**src/rtl/carbon_fabric_arb2.sv**
```systemverilog
// ----------------------------------------------------------------------------
// carbon_fabric_arb2
//
// Purpose:
//   Two-master to one-slave fabric arbiter with a single outstanding
//   transaction. Typically shares one slave (e.g. the boot ROM) between the
//   CPU fetch port (m0) and a DMA/debug port (m1). Grants are round-robin,
//   the request and response are both registered, and an optional response
//   watchdog turns a hung slave into an error response for the master. If the
//   watchdog fires, the slave's late response is drained and thrown away
//   before any new request is granted.
//
// Ports:
//   clk_i, rst_i                 clock, synchronous active-high reset
//   mN_req_valid_i / ready_o     master N request handshake (N = 0, 1)
//   mN_req_addr/op/size/attr/id/wdata/wstrb_i   master N request fields
//   mN_rsp_valid_o / ready_i     master N response handshake
//   mN_rsp_rdata/code/id_o       master N response fields
//   s_req_valid_o / ready_i      slave request handshake
//   s_req_addr/op/size/attr/id/wdata/wstrb_o    slave request fields
//   s_rsp_valid_i / ready_o      slave response handshake
//   s_rsp_rdata/code/id_i        slave response fields
//   timeout_evt_o                one-cycle pulse on watchdog expiry
// ----------------------------------------------------------------------------
module carbon_fabric_arb2 #(
  parameter int ADDR_W = 32,
  parameter int DATA_W = 32,
  parameter int STRB_W = DATA_W / 8,
  parameter int OP_W = 2,
  parameter int SIZE_W = 2,
  parameter int ATTR_W = 4,
  parameter int ID_W = 4,
  parameter int CODE_W = 2,
  parameter int TIMEOUT_CYCLES = 0,
  parameter logic [CODE_W-1:0] TIMEOUT_CODE = 2'h3
) (
  input  logic              clk_i,
  input  logic              rst_i,

  input  logic              m0_req_valid_i,
  output logic              m0_req_ready_o,
  input  logic [ADDR_W-1:0] m0_req_addr_i,
  input  logic [OP_W-1:0]   m0_req_op_i,
  input  logic [SIZE_W-1:0] m0_req_size_i,
  input  logic [ATTR_W-1:0] m0_req_attr_i,
  input  logic [ID_W-1:0]   m0_req_id_i,
  input  logic [DATA_W-1:0] m0_req_wdata_i,
  input  logic [STRB_W-1:0] m0_req_wstrb_i,
  output logic              m0_rsp_valid_o,
  input  logic              m0_rsp_ready_i,
  output logic [DATA_W-1:0] m0_rsp_rdata_o,
  output logic [CODE_W-1:0] m0_rsp_code_o,
  output logic [ID_W-1:0]   m0_rsp_id_o,

  input  logic              m1_req_valid_i,
  output logic              m1_req_ready_o,
  input  logic [ADDR_W-1:0] m1_req_addr_i,
  input  logic [OP_W-1:0]   m1_req_op_i,
  input  logic [SIZE_W-1:0] m1_req_size_i,
  input  logic [ATTR_W-1:0] m1_req_attr_i,
  input  logic [ID_W-1:0]   m1_req_id_i,
  input  logic [DATA_W-1:0] m1_req_wdata_i,
  input  logic [STRB_W-1:0] m1_req_wstrb_i,
  output logic              m1_rsp_valid_o,
  input  logic              m1_rsp_ready_i,
  output logic [DATA_W-1:0] m1_rsp_rdata_o,
  output logic [CODE_W-1:0] m1_rsp_code_o,
  output logic [ID_W-1:0]   m1_rsp_id_o,

  output logic              s_req_valid_o,
  input  logic              s_req_ready_i,
  output logic [ADDR_W-1:0] s_req_addr_o,
  output logic [OP_W-1:0]   s_req_op_o,
  output logic [SIZE_W-1:0] s_req_size_o,
  output logic [ATTR_W-1:0] s_req_attr_o,
  output logic [ID_W-1:0]   s_req_id_o,
  output logic [DATA_W-1:0] s_req_wdata_o,
  output logic [STRB_W-1:0] s_req_wstrb_o,
  input  logic              s_rsp_valid_i,
  output logic              s_rsp_ready_o,
  input  logic [DATA_W-1:0] s_rsp_rdata_i,
  input  logic [CODE_W-1:0] s_rsp_code_i,
  input  logic [ID_W-1:0]   s_rsp_id_i,

  output logic              timeout_evt_o
);

  localparam logic [1:0] IDLE = 2'd0;
  localparam logic [1:0] REQ  = 2'd1;
  localparam logic [1:0] WAIT = 2'd2;
  localparam logic [1:0] RSP  = 2'd3;

  // Timer is wide enough to hold TIMEOUT_CYCLES and saturates at all-ones.
  localparam int TMR_W = (TIMEOUT_CYCLES == 0) ? 1 : $clog2(TIMEOUT_CYCLES + 1);
  localparam logic [TMR_W-1:0] TMR_LAST =
    TMR_W'((TIMEOUT_CYCLES == 0) ? 0 : TIMEOUT_CYCLES - 1);
  localparam logic [TMR_W-1:0] TMR_MAX = '1;
  localparam bit WDOG_EN = (TIMEOUT_CYCLES != 0);

  logic [1:0]        state_q, state_d;
  logic              rr_q, rr_d;
  logic              drain_q, drain_d;
  logic              grant_q, grant_d;
  logic [TMR_W-1:0]  tmr_q, tmr_d;

  logic [ADDR_W-1:0] addr_q, addr_d;
  logic [OP_W-1:0]   op_q, op_d;
  logic [SIZE_W-1:0] size_q, size_d;
  logic [ATTR_W-1:0] attr_q, attr_d;
  logic [ID_W-1:0]   id_q, id_d;
  logic [DATA_W-1:0] wdata_q, wdata_d;
  logic [STRB_W-1:0] wstrb_q, wstrb_d;

  logic [DATA_W-1:0] rdata_q, rdata_d;
  logic [CODE_W-1:0] code_q, code_d;
  logic [ID_W-1:0]   rid_q, rid_d;

  logic              canGrant;
  logic              anyValid;
  logic              winner;
  logic              fire;
  logic              expire;
  logic              rspReady;

  // Arbitration: a lone requester always wins; with both valid rr_q picks.
  // Grants are only offered in IDLE and never while a late response is
  // still owed by the slave.
  always_comb begin
    canGrant = (state_q == IDLE) && !drain_q;
    anyValid = m0_req_valid_i || m1_req_valid_i;
    if (m0_req_valid_i && m1_req_valid_i) begin
      winner = rr_q;
    end else begin
      winner = m1_req_valid_i;
    end
    fire = canGrant && anyValid;
    m0_req_ready_o = fire && !winner;
    m1_req_ready_o = fire && winner;
  end

  // A slave response in the expiry cycle takes priority over the timeout.
  assign expire = WDOG_EN && (state_q == WAIT) && (tmr_q == TMR_LAST) && !s_rsp_valid_i;
  assign timeout_evt_o = expire;
  assign rspReady = grant_q ? m1_rsp_ready_i : m0_rsp_ready_i;

  // Next-state logic for the FSM, captured request/response fields,
  // round-robin pointer, watchdog timer and drain flag.
  always_comb begin
    state_d = state_q;
    rr_d    = rr_q;
    drain_d = drain_q;
    grant_d = grant_q;
    tmr_d   = tmr_q;
    addr_d  = addr_q;
    op_d    = op_q;
    size_d  = size_q;
    attr_d  = attr_q;
    id_d    = id_q;
    wdata_d = wdata_q;
    wstrb_d = wstrb_q;
    rdata_d = rdata_q;
    code_d  = code_q;
    rid_d   = rid_q;

    // The first slave response seen while draining is the orphan of a
    // timed-out transaction; accept it and drop it on the floor.
    if (drain_q && s_rsp_valid_i) begin
      drain_d = 1'b0;
    end

    case (state_q)
      IDLE: begin
        if (fire) begin
          grant_d = winner;
          addr_d  = winner ? m1_req_addr_i  : m0_req_addr_i;
          op_d    = winner ? m1_req_op_i    : m0_req_op_i;
          size_d  = winner ? m1_req_size_i  : m0_req_size_i;
          attr_d  = winner ? m1_req_attr_i  : m0_req_attr_i;
          id_d    = winner ? m1_req_id_i    : m0_req_id_i;
          wdata_d = winner ? m1_req_wdata_i : m0_req_wdata_i;
          wstrb_d = winner ? m1_req_wstrb_i : m0_req_wstrb_i;
          state_d = REQ;
        end
      end
      REQ: begin
        if (s_req_ready_i) begin
          tmr_d   = '0;
          state_d = WAIT;
        end
      end
      WAIT: begin
        if (s_rsp_valid_i) begin
          rdata_d = s_rsp_rdata_i;
          code_d  = s_rsp_code_i;
          rid_d   = s_rsp_id_i;
          state_d = RSP;
        end else begin
          if (tmr_q != TMR_MAX) begin
            tmr_d = tmr_q + TMR_W'(1);
          end
          if (expire) begin
            rdata_d = '0;
            code_d  = TIMEOUT_CODE;
            rid_d   = id_q;
            drain_d = 1'b1;
            state_d = RSP;
          end
        end
      end
      default: begin
        if (rspReady) begin
          rr_d    = ~grant_q;
          state_d = IDLE;
        end
      end
    endcase
  end

  // State registers with synchronous reset.
  always_ff @(posedge clk_i) begin
    if (rst_i) begin
      state_q <= IDLE;
      rr_q    <= 1'b0;
      drain_q <= 1'b0;
      grant_q <= 1'b0;
      tmr_q   <= '0;
      addr_q  <= '0;
      op_q    <= '0;
      size_q  <= '0;
      attr_q  <= '0;
      id_q    <= '0;
      wdata_q <= '0;
      wstrb_q <= '0;
      rdata_q <= '0;
      code_q  <= '0;
      rid_q   <= '0;
    end else begin
      state_q <= state_d;
      rr_q    <= rr_d;
      drain_q <= drain_d;
      grant_q <= grant_d;
      tmr_q   <= tmr_d;
      addr_q  <= addr_d;
      op_q    <= op_d;
      size_q  <= size_d;
      attr_q  <= attr_d;
      id_q    <= id_d;
      wdata_q <= wdata_d;
      wstrb_q <= wstrb_d;
      rdata_q <= rdata_d;
      code_q  <= code_d;
      rid_q   <= rid_d;
    end
  end

  assign s_req_valid_o = (state_q == REQ);
  assign s_req_addr_o  = addr_q;
  assign s_req_op_o    = op_q;
  assign s_req_size_o  = size_q;
  assign s_req_attr_o  = attr_q;
  assign s_req_id_o    = id_q;
  assign s_req_wdata_o = wdata_q;
  assign s_req_wstrb_o = wstrb_q;
  assign s_rsp_ready_o = (state_q == WAIT) || drain_q;

  // Response fields are broadcast; only the granted master sees valid.
  assign m0_rsp_valid_o = (state_q == RSP) && !grant_q;
  assign m1_rsp_valid_o = (state_q == RSP) && grant_q;
  assign m0_rsp_rdata_o = rdata_q;
  assign m0_rsp_code_o  = code_q;
  assign m0_rsp_id_o    = rid_q;
  assign m1_rsp_rdata_o = rdata_q;
  assign m1_rsp_code_o  = code_q;
  assign m1_rsp_id_o    = rid_q;

endmodule

```
**config.mk**
```make
export PLATFORM = sky130hd
export DESIGN_NAME = carbon_fabric_arb2
export DESIGN_NICKNAME = d
export VERILOG_FILES = /design/src/rtl/carbon_fabric_arb2.sv
export SDC_FILE = /design/constraint.sdc
export NUM_CORES = 1
export LEC_CHECK = 0
export ABC_CLOCK_PERIOD_IN_PS = 1600
export CORE_AREA = 2 2 144 146
export CTS_CLUSTER_SIZE = 30
export DETAILED_ROUTE_END_ITERATION = 7
export DIE_AREA = 0 0 146 148
export SLEW_MARGIN = 20
export SYNTH_ARGS = -nofsm -noshare
export SYNTH_HDL_FRONTEND = slang
export SYNTH_SLANG_ARGS = --single-unit
```
**constraint.sdc**
```tcl
create_clock -name clk_i -period 1.6 [get_ports clk_i]
set_clock_uncertainty 0.15 [all_clocks]
set_input_delay 0.24 -clock clk_i [delete_from_list [all_inputs] [get_ports clk_i]]
set_output_delay 0.24 -clock clk_i [all_outputs]
set_load 0.01 [all_outputs]
```
# ---- Word level (Yosys, flattened, before mapping)
# Index checks and enable logic that the tools add are counted.
dict set report totals {
  regBits 122
  latchBits 0
  ram_bits 0
  mem_bits_ro 0
  in_bits 206
  output_inout_bits 163
  elab_cells 51
  mem_count 0
}
dict set report classes {
  n_addsub 0
  multipliers 0
  n_div 0
  magnitude_cmp 0
  eq_ne 6
  shift 0
  mux 14
  bitwise 2
  n_reduce_logical 16
}
# cell n
set ops {}
lappend ops {{$mux W32} 2}
lappend ops {{$mux W2} 6}
lappend ops {{$mux W4} 3}
lappend ops {{$logic_and A1 B1 Y1} 6}
lappend ops {{$pmux W2 S3} 1}
lappend ops {{$reduce_and A2 Y1} 3}
lappend ops {{$eq A2 B2 Y1 const B} 2}
lappend ops {{$ne A2 B2 Y1 const B} 2}
lappend ops {{$reduce_and A4 Y1} 1}
lappend ops {{$reduce_bool A4 Y1} 1}
lappend ops {{$reduce_or A3 Y1} 1}
lappend ops {{$eq A2 B1 Y1 const B} 1}
lappend ops {{$logic_not A1 Y1} 2}
lappend ops {{$logic_not A2 Y1} 1}
lappend ops {{$mux W1} 2}
lappend ops {{$ne A2 B1 Y1 const B} 1}
lappend ops {{$not A1 Y1} 2}
lappend ops {{$logic_or A1 B1 Y1} 1}

# ---- Longest topological paths before layout
dict set report logic_depth {
  depth_word 4
  mapped_depth 7
  depth_no_buf 6
}

# ---- Least setup slack after synthesis
# OpenSTA, ideal clock, no wires.
dict set report synth_path {
  path_type {reg2reg}
  start {register state_q[0]}
  end {register wdata_q[19], in the netlist s_req_wdata_o[19]}
  setup_ns 0.059
  arrival_time_ns 1.525
  required_ns 1.391
  slack_ns -0.134
  stages_incl_launch_ff 8
  path_buffers 1
  period_less_slack_ns 1.734
  path_cell_list {dfxtp_1 -> inv_1 -> ha_1 -> nand2_1 -> a211oi_2 -> clkbuf_1 -> and2_0 -> a221o_1}
}
dict set report synth_between {
  elab_chain_len 3
}
# element line_no
set synth_rtl {}
lappend synth_rtl {{from (decl)} 100} ;# logic [1:0] state_q, state_d;
lappend synth_rtl {{from (signal assigned)} 238} ;# state_q <= state_d;
lappend synth_rtl {{$logic_not A2 Y1 *} {129, 171}}
lappend synth_rtl {{$logic_and A1 B1 Y1} 136} ;# fire = canGrant && anyValid;
lappend synth_rtl {{$reduce_and A2 Y1 (no line) *} -}
lappend synth_rtl {{to (signal assigned)} 248} ;# wdata_q <= wdata_d;
lappend synth_rtl {{to (decl)} 111} ;# logic [DATA_W-1:0] wdata_q, wdata_d;
# Mark *: on every way between the ends. The rest lies on a longest branch, timed or not.
# A chain may end at the register's enable or synchronous reset.

# ---- Worst setup path after layout
dict set report layout_path {
  start {register state_q[0]}
  end {register addr_q[8], in the netlist s_req_addr_o[8]}
}
dict set report layout_between {
  elab_chain_len 3
}
# element line_no
set layout_rtl {}
lappend layout_rtl {{$logic_not A2 Y1 *} {129, 171}}
lappend layout_rtl {{$logic_and A1 B1 Y1} 136}
lappend layout_rtl {{$reduce_and A2 Y1 (no line) *} -}
lappend layout_rtl {{to (signal assigned)} 243} ;# addr_q <= addr_d;
lappend layout_rtl {{to (decl)} 106} ;# logic [ADDR_W-1:0] addr_q, addr_d;
# Marks and branches as above.

==> results_dict.tcl <==
set metrics [dict create \
    status "complete, but fails checks" \
    violations "negative setup slack" \
    syn-instance-count 553 \
    drv_slew 0 \
    clock_sinks 122 \
    ys_top_cells_by_count "122 x dfxtp_1, 116 x nand2_1, 45 x a221o_1" \
    arrival_ns 1.94 \
    ys_types 28 \
    ys_ff_latch 122 \
    synth_top_cells_by_area "dfxtp_1 49%, a221o_1 9.1%, nand2_1 8.8%" \
    antenna_found_initial 1 \
    fin_ws_ns -0.199 \
    synth_top_family_by_area "compound AO/OA/AOI/OAI gates" \
    track_usage 0.177 \
    pre_cts_ws_ns -0.587 \
    ys_seq_area_frac 0.491 \
    dieArea_mm2 0.0216 \
    clock_path_buffers 2 \
    num_rows 52 \
    cts_tree "done" \
    clkLatencyLatePin_ns 0.41 \
    synth_flop_cell "dfxtp_1" \
    final.period_utilization 1.12 \
    grt_max_degree 46 \
    grt_pass1_wl_um 29600 \
    ant_nets 0 \
    avgSynthCellArea_um2 8.99 \
    clk_pin_slew_ns 0.06 \
    postPlaceCellArea_mm2 0.00889 \
    async_reset_ff_frac 0 \
    io_pins 369 \
    drc 0 \
    grt_pass1_vias 5149 \
    hp-class "in2reg" \
    initial_core_util 0.248 \
    p_per_area_mw_per_mm2 1290 \
    start_kind "flop" \
    die_h_um 148 \
    worstSetupPathType "reg2reg" \
    rsz0062_at_grt "true" \
    yosys.area_share.adder 0.0126 \
    design.core.area_mm2 0.0200 \
    cts-root-buf "clkbuf_16" \
    regArea_mm2 0.00245 \
    synthMuxAreaShare 0.00201 \
    setup_viol 50 \
    yosys.area_share.simple 0.161 \
    yosysTopAreaCell "dfxtp_1" \
    area_delta_synth_final_pct 98.5 \
    path_max_fanout 11 \
    cts_inserted_buffers 17 \
    synth_fp_nets 764 \
    fmax_mhz 556 \
    synth-compound-area-share 0.237 \
    syn_area_mm2 0.00497 \
    tns_ns -8.25 \
    layout-drive-gt1-share 0.140 \
    synth_xor_area_frac 0 \
    endpoint_kind "flop" \
    post-dp-hpwl_um 14400 \
    cts_max_level 4 \
    min_period_ns 1.80 \
    firstDrtPassIters 4 \
    synth_edf_count 0 \
    maxCapViolCount 0 \
    yosysMostFrequentCell "dfxtp_1" \
    grt_overflow 0 \
    nets 1124 \
    post-route-util 0.492 \
    multi_input_area_mm2 0.00223 \
    drtIter0Drc 172 \
    p_leak_nw 4.41 \
    routed_via_density 4.48 \
    fp.dieW_um 146 \
    fillers 2023 \
    routed_wl_um 20800 \
    design_area_mm2 0.00986 \
    required_ns 1.75 \
    place_congestion 0.786 \
    synth_top_area_frac 0.491 \
    via_count 5363 \
    ir_drop_mv 0.702 \
    portBuffers 367 \
    hold_viol 0 \
    wl_per_cell_um 17.3 \
    ys_warn_count 0 \
]
==> final timing paths <==
check               startpoint                 to  slack, ns  cells after the start
max                 state_q[0]    s_req_addr_o[8]      -0.20                      9
min           s_rsp_rdata_i[5]  m0_rsp_rdata_o[5]       0.22                      3
max reg2reg         state_q[0]    s_req_addr_o[8]      -0.20                      9
min reg2reg  s_req_wdata_o[24]  s_req_wdata_o[24]       0.29                      2
==> sequential cells by signal, summed over array words and instances, names as in the netlist <==
name,flops
grant_q,1
m0_rsp_code_o,2
m0_rsp_id_o,4
m0_rsp_rdata_o,32
rr_q,1
s_req_addr_o,32
s_req_attr_o,4
s_req_id_o,4
s_req_op_o,2
s_req_size_o,2
s_req_wdata_o,32
s_req_wstrb_o,4
state_q,2
==> repair_timing <==
item                       4_1_cts  5_1_grt
cloned                           3        8
hold endpoints to repair         0        0
setup buffers                    6        8
hold buffers                     0        0
setup endpoints to repair      244      123
pin swaps                        4        7
resized for setup              222       46
==> per-layer routing <==
metal  vias to the layer above  GRT usage  wire length (um)
met5                         -          0                 0
li1                       2624          -                 -
met2                       273      0.300             10300
met3                        21     0.0633              1690
met1                      2445      0.210              8440
met4                         0     0.0558               331
==> stage by stage <==
| step | instances | hold slack, ns | power (mW) |
|---|---|---|---|
| final | 1197 | 0.220 | 12.7 |
| after global routing | 1197 | 0.210 | 13.4 |
| after CTS | 1185 | 0.200 | 12.5 |
| after detailed placement | 1144 | 0.291 | 8.60 |
| after global placement | 1144 | 0.283 | 8.57 |
| after floorplan | 553 | 0.226 | 5.87 |
==> worst max-delay path: stages, from the launching register on <==
cell and delay [ns]:
dfxtp_2 0.34, inv_2 0.05, ha_4 0.17, nand2_4 0.07, buf_4 0.13, a211oi_4 0.05
buf_12 0.15, clkbuf_16 0.17, and2_1 0.15, a221o_1 0.25
==> cell usage in the layout (no fill, tap or decap), types with 5 or more instances in the layout <==
master	Yosys	final
nand2_1	116	110
buf_12	0	14
a22oi_1	35	35
dlygate4sd2_1	0	157
a221o_1	45	45
ha_4	0	5
a21oi_1	43	41
clkinvlp_4	0	5
and2_0	15	8
and2_4	0	8
and2_1	32	31
buf_6	0	15
o21ai_0	37	27
dfxtp_1	122	118
clkbuf_16	0	23
buf_4	39	21
clkdlybuf4s50_1	0	202
o21ai_1	0	10
==> kinds of logic after synthesis <==
family | count (synthesis)
and+or+nand+nor | 174
AOI/OAI and AO/OA | 166
DFF | 122
buffers and inverters | 84
adders and majority gates | 5
muxes | 1
other | 1
==> final cells by class <==
cell class | instances | share of cell area
multi-input cells | 347 | 0.226
flip-flops and latches | 122 | 0.248
repair buffers | 418 | 0.426
inverters | 7 | 0.00292
well taps | 270 | 0.0342
diodes | 1 | 0.000254
clock inverters | 13 | 0.0170
clock buffers | 19 | 0.0459
==> report_power, final <==
| group | internal (mW) | switching, mW | leakage, nW |
|---|---|---|---|
| clock network | 2.54 | 1.50 | 0.288 |
| registers | 3.76 | 0.382 | 1.00 |
| logic | 2.41 | 2.11 | 3.12 |
| total | 8.71 | 3.99 | 4.41 |
Note: power is estimated with default switching activity, not from simulation.
